==> src/rtl/dsi_power_seq.sv <==
// dsi_power_seq
// Panel power-up sequencer. After the power-on reset is released it waits for
// en, then runs the panel bring-up in order: a panel reset pulse, a settle
// delay, LP-11 idle on the link, and the init-command handshake with the
// command sender. It then holds ready so the video path may start.
// If the command sender does not answer within T_INIT_TO cycles, the block
// parks in FAULT until en is dropped or reset is applied.
//
// One shared delay counter times every timed state. It clears when a state is
// entered and the state is left on the cycle where cnt == T_x - 1, so each
// timed state lasts exactly T_x cycles. Dropping en aborts from any state, and
// the next enable always replays the whole sequence.
module dsi_power_seq #(
  parameter int unsigned CNT_W      = 24,
  parameter int unsigned T_RST_LOW  = 1000,
  parameter int unsigned T_RST_WAIT = 120000,
  parameter int unsigned T_LP11     = 2000,
  parameter int unsigned T_INIT_TO  = 2000000
) (
  input  logic clk,
  input  logic rst,          // synchronous, active-low
  input  logic en,
  input  logic init_done,
  output logic panel_rst_n,
  output logic lp11_en,
  output logic init_req,
  output logic ready,
  output logic fault
);

  // --------------------------------------------------------------------------
  // Elaboration-time parameter checks
  // --------------------------------------------------------------------------
  localparam longint unsigned CNT_MAX  = (64'd1 << CNT_W) - 64'd1;
  localparam longint unsigned LAST_MAX =
    (longint'(T_INIT_TO)  > longint'(T_RST_WAIT)) ?
      ((longint'(T_INIT_TO) > longint'(T_LP11)) ?
         longint'(T_INIT_TO) : longint'(T_LP11)) :
      ((longint'(T_RST_WAIT) > longint'(T_LP11)) ?
         longint'(T_RST_WAIT) : longint'(T_LP11));
  localparam longint unsigned T_MAX =
    (LAST_MAX > longint'(T_RST_LOW)) ? LAST_MAX : longint'(T_RST_LOW);

  if (CNT_W < 1 || CNT_W > 32) begin : g_bad_cnt_w
    $error("dsi_power_seq: CNT_W must be between 1 and 32");
  end

  if (T_RST_LOW < 1 || T_RST_WAIT < 1 || T_LP11 < 1 || T_INIT_TO < 1)
  begin : g_bad_delay
    $error("dsi_power_seq: every T_x delay must be at least 1 cycle");
  end

  // The counter must reach T_x - 1 without wrapping for every timed state.
  if ((T_MAX - 64'd1) > CNT_MAX) begin : g_cnt_too_narrow
    $error("dsi_power_seq: CNT_W too narrow for the largest T_x - 1");
  end

  // --------------------------------------------------------------------------
  // Terminal counts, one per timed state
  // --------------------------------------------------------------------------
  localparam logic [CNT_W-1:0] LAST_RST_LOW  = CNT_W'(T_RST_LOW  - 1);
  localparam logic [CNT_W-1:0] LAST_RST_WAIT = CNT_W'(T_RST_WAIT - 1);
  localparam logic [CNT_W-1:0] LAST_LP11     = CNT_W'(T_LP11     - 1);
  localparam logic [CNT_W-1:0] LAST_INIT     = CNT_W'(T_INIT_TO  - 1);

  // --------------------------------------------------------------------------
  // State machine
  // --------------------------------------------------------------------------
  typedef enum logic [2:0] {
    S_IDLE      = 3'd0,
    S_PRST_LOW  = 3'd1,
    S_PRST_WAIT = 3'd2,
    S_LP11      = 3'd3,
    S_INIT      = 3'd4,
    S_RUN       = 3'd5,
    S_FAULT     = 3'd6
  } state_t;

  // Output pin values for one state, bundled so that they can be registered
  // together.
  typedef struct packed {
    logic panel_rst_n;
    logic lp11_en;
    logic init_req;
    logic ready;
    logic fault;
  } pins_t;

  localparam pins_t PINS_RESET = '0;

  state_t           state, state_nx;
  logic [CNT_W-1:0] cnt, cnt_nx;
  pins_t            pins_q, pins_nx;

  // Pin levels implied by a state. The panel is out of reset from PRST_WAIT
  // onward, and it stays out of reset in FAULT so that it can be inspected.
  // FAULT releases the link, so LP-11 is not driven in that state.
  function automatic pins_t decode_pins(input state_t s);
    pins_t p;
    p             = PINS_RESET;
    p.panel_rst_n = (s == S_PRST_WAIT) || (s == S_LP11) || (s == S_INIT) ||
                    (s == S_RUN)       || (s == S_FAULT);
    p.lp11_en     = (s == S_LP11) || (s == S_INIT) || (s == S_RUN);
    p.init_req    = (s == S_INIT);
    p.ready       = (s == S_RUN);
    p.fault       = (s == S_FAULT);
    return p;
  endfunction

  // Next-state and counter logic. The transition table applies first, and a
  // low en then overrides every state except IDLE.
  always_comb begin
    // NOTE: default every always_comb output before the case statement so that
    // no path leaves a value unassigned; an unassigned path infers a latch.
    state_nx = state;
    cnt_nx   = cnt + 1'b1;

    unique case (state)
      S_IDLE: begin
        if (en) state_nx = S_PRST_LOW;
      end
      S_PRST_LOW: begin
        if (cnt == LAST_RST_LOW) state_nx = S_PRST_WAIT;
      end
      S_PRST_WAIT: begin
        if (cnt == LAST_RST_WAIT) state_nx = S_LP11;
      end
      S_LP11: begin
        if (cnt == LAST_LP11) state_nx = S_INIT;
      end
      S_INIT: begin
        // If init_done and the timeout fall on the same cycle, init_done wins.
        if (init_done)              state_nx = S_RUN;
        else if (cnt == LAST_INIT)  state_nx = S_FAULT;
      end
      S_RUN:   state_nx = S_RUN;
      S_FAULT: state_nx = S_FAULT;
      default: state_nx = S_IDLE;
    endcase

    if (!en && state != S_IDLE) state_nx = S_IDLE;

    // The counter restarts on every state entry. It rests at zero in the
    // untimed states, so it can never wrap while the block sits in RUN or
    // FAULT.
    if (state_nx != state || state_nx == S_IDLE ||
        state_nx == S_RUN  || state_nx == S_FAULT) begin
      cnt_nx = '0;
    end

    pins_nx = decode_pins(state_nx);
  end

  // State, counter and output registers. The outputs are registered from the
  // next-state decode, so they always match the current state with no
  // glitches.
  always_ff @(posedge clk) begin
    // NOTE: sequential state uses non-blocking assignments so that every
    // register samples values from before the clock edge.
    if (!rst) begin
      state  <= S_IDLE;
      cnt    <= '0;
      pins_q <= PINS_RESET;
    end else begin
      state  <= state_nx;
      cnt    <= cnt_nx;
      pins_q <= pins_nx;
    end
  end

  assign panel_rst_n = pins_q.panel_rst_n;
  assign lp11_en     = pins_q.lp11_en;
  assign init_req    = pins_q.init_req;
  assign ready       = pins_q.ready;
  assign fault       = pins_q.fault;

endmodule

==> config.mk <==
export PLATFORM = sky130hd
export DESIGN_NAME = dsi_power_seq
export DESIGN_NICKNAME = d
export VERILOG_FILES = /design/src/rtl/dsi_power_seq.sv
export SDC_FILE = /design/constraint.sdc
export NUM_CORES = 1
export LEC_CHECK = 0
export ABC_CLOCK_PERIOD_IN_PS = 2850
export CAP_MARGIN = 20
export CORE_ASPECT_RATIO = 0.6
export CORE_MARGIN = 2
export CORE_UTILIZATION = 45
export CTS_CLUSTER_DIAMETER = 40
export CTS_CLUSTER_SIZE = 30
export DETAILED_ROUTE_END_ITERATION = 6
export SLEW_MARGIN = 20
export SYNTH_ARGS = -nofsm -noshare
export SYNTH_HDL_FRONTEND = slang
export SYNTH_SLANG_ARGS = --single-unit
==> constraint.sdc <==
create_clock -name clk -period 2.85 [get_ports clk]
set_clock_uncertainty 0.05 [all_clocks]
set_input_delay 0.57 -clock clk [delete_from_list [all_inputs] [get_ports clk]]
set_output_delay 0.57 -clock clk [all_outputs]
set_load 0.005 [all_outputs]
==> metrics.txt <==
post-route cell area=around 2200 um2; Clock Tree Root=clkbuf_8; measured slew at the worst slew-check pin=0.696 ns; Peak supply drop=roughly 0.22 mV; period utilisation layout=0.883; Starting DRT DRC Count=170; #FFs+latches synth=32; critical path launch point type=register; largest net degree at the start of global routing=25; Post-Syn Area=~2000 um2; synthesized area per cell=roughly 8.1 um2; GR Overflow Total=0; TritonCTS Sinks=32; Top FF cell, synth=dfxtp_1; setup bufs post-CTS=0; area leader, netlist=dfxtp_1; Peak Freq=roughly 400 MHz; CP max-delay cell=or4_4; critical path's top delay family=simple AND/OR/NAND/NOR gates; Total GRT Usage=0.222; final setup TNS=0 ns; max-cap check violation count=0; Cell Chain, Critical Path=or4_4 > nor3_1 > a21oi_1 > o21ai_2 > nand3_1 > o22ai_1; initial antenna violation count=0; drt drc=0; delay of the slowest cell on the worst path=around 0.60 ns; final hold violation count=0; CP required=3.01 ns; Area contributors post-synth=dfxtp_1, nand2_1, xnor2_1; CP max FO=14; die height=55.2 um; vias in the first global route=1,498; Final Total Pwr=~890 uW; synthesis-to-layout area growth=13.5%; sequential-to-total area share from yosys stat=0.326; Starting Density=0.474; Final setup viols=0; Final Util=0.538; Antenna Nets Post-Route=0; clk buf depth=2; number of nets in the layout=about 260; Vias/cell=~5.6; Synth top area share=0.326; TritonCTS Buffers=5; io pins=9; Final min period=approximately 2.5 ns; count leader, synth=nand2_1; Worst-Skew Late Latency=0.28 ns; library cells used by synthesis=50; DR WL/cell=about 15 um; first-pass GRT wire length=roughly 8000 um; critical path class=register to register; crit path DAT=2.67 ns; HP Start=cnt[23]$_SDFF_PP0_; r2r startpoint=cnt[11]$_SDFF_PP0_; total core area=4140 um2; max-slew violation count=0; CTS tree=yes; n_diodes=0; cell count after synthesis=between 200 and 250; Clock Pin Slew Worst Setup and Hold Paths=roughly 0.070 ns; I/O Buffers=8; Hold/Removal Path Class=register to register; Synth async-reset ratio=0; Total Wirelength=about 4800 um; layout cells sized above 1=0.158; unrepaired setup endpoints after global routing=false; PwrDens=between 300 and 400 nW/um2; Rows=18; Post-synth EDFFs=0; post_cts resized=0; fillers=around 420; dpl cell area=2140 um2; dpl hpwl=about 3500 um; area occupied by registers=around 640 um2; Buf/Inv on CP=0; vias=roughly 1,700; footprint of the multi-input gates=1250 um2; Mapped Nets=247; FF-to-FF setup slack=between 0.3 and 0.4 ns; most frequent cells after synthesis=nand2_1, dfxtp_1, nand3_1; Hold Buf Count CTS=0; status=finished clean; DIE WIDTH=89.3 um; die footprint=between 4000 and 5000 um2; Max-slew headroom=0.536; TritonRoute pass-1 iters=4; P_leak=0.000712 uW; GPL Wtd Cong=~0.87; synth warn=0; H-tree depth=2; crit path from=cnt[11]$_SDFF_PP0_; Setup crit end kind=register
-- layout make-up --
| cell class | count | area share |
|---|---|---|
| multi-input cells | 194 | 0.560 |
| well taps | 60 | 0.0337 |
| repair buffers | 16 | 0.0740 |
| flip-flops and latches | 32 | 0.287 |
| clock buffers | 8 | 0.0404 |
| inverters | 3 | 0.00505 |
-- cell families (layout without fill, tap and decap cells) --
logic type / count (synthesis) / after routing / share of synthesized area
AO/OA/AOI/OAI: 39 / 39 / 0.154
flip-flops: 32 / 32 / 0.326
XOR/XNOR: 22 / 22 / 0.0980
buffers and inverters: 16 / 27 / 0.0414
adder cells (fa/ha/maj): 1 / 1 / 0.00636
AND/OR/NAND/NOR: 132 / 132 / 0.374
-- state kept, by name (all words and copies together) (netlist names) --
signal / flops
cnt: 24
fault: 1
init_req: 1
lp11_en: 1
panel_rst_n: 1
ready: 1
state: 3
-- metal layers --
metal,wire [um],global-route usage
met1,2600,0.348
met2,1760,0.274
met3,447,0.0712
met4,38,0.0697
met5,0,0
-- path summary, 6_finish.rpt --
kind	to	cells after the start
setup / recovery	cnt[7]$_SDFF_PP0_	6
hold / removal	cnt[23]$_SDFF_PP0_	3
setup reg to reg	cnt[7]$_SDFF_PP0_	6
hold reg to reg	cnt[23]$_SDFF_PP0_	3
-- power by group --
part | switching (uW) | internal [uW]
Clock | 168 | 197
Sequential | 1.55 | 449
Combinational | 44.0 | 28.3
Total | 214 | 674
-- metrics by stage --
stage                     setup slack (ns)  hold WS (ns)  cells
after detailed placement             0.160         0.544    305
after CTS                            0.332         0.559    313
after global routing                0.0853         0.596    313
after floorplan                      0.700         0.517    242
final                                0.334         0.556    313
after global placement               0.249         0.546    305
-- placed cells by master (no fill, tap or decap), types with 3 or more instances in the layout --
| cell | netlist | routed |
|---|---|---|
| nand2_1 | 45 | 45 |
| dfxtp_1 | 32 | 32 |
| nand3_1 | 26 | 26 |
| xnor2_1 | 17 | 17 |
| nor2_1 | 12 | 12 |
| o22ai_1 | 10 | 10 |
| o21ai_2 | 9 | 9 |
| nand4_1 | 8 | 8 |
| clkdlybuf4s50_1 | 0 | 8 |
| nor3_1 | 8 | 7 |
| clkbuf_8 | 0 | 6 |
| buf_4 | 1 | 6 |
| o21ai_0 | 5 | 5 |
| xor2_1 | 5 | 5 |
| and3_1 | 4 | 4 |
| nand2b_1 | 3 | 3 |
| a21oi_1 | 3 | 3 |
| inv_1 | 3 | 3 |
| and2_1 | 3 | 3 |
-- worst reg2reg max path, stage by stage, from the launching register on --
cell     delay [ns]
dfxtp_1        0.37
or4_4          0.60
nor3_1         0.33
a21oi_1        0.15
o21ai_2        0.59
nand3_1        0.14
o22ai_1        0.21
No activity file was read; power rests on OpenSTA's default activity.
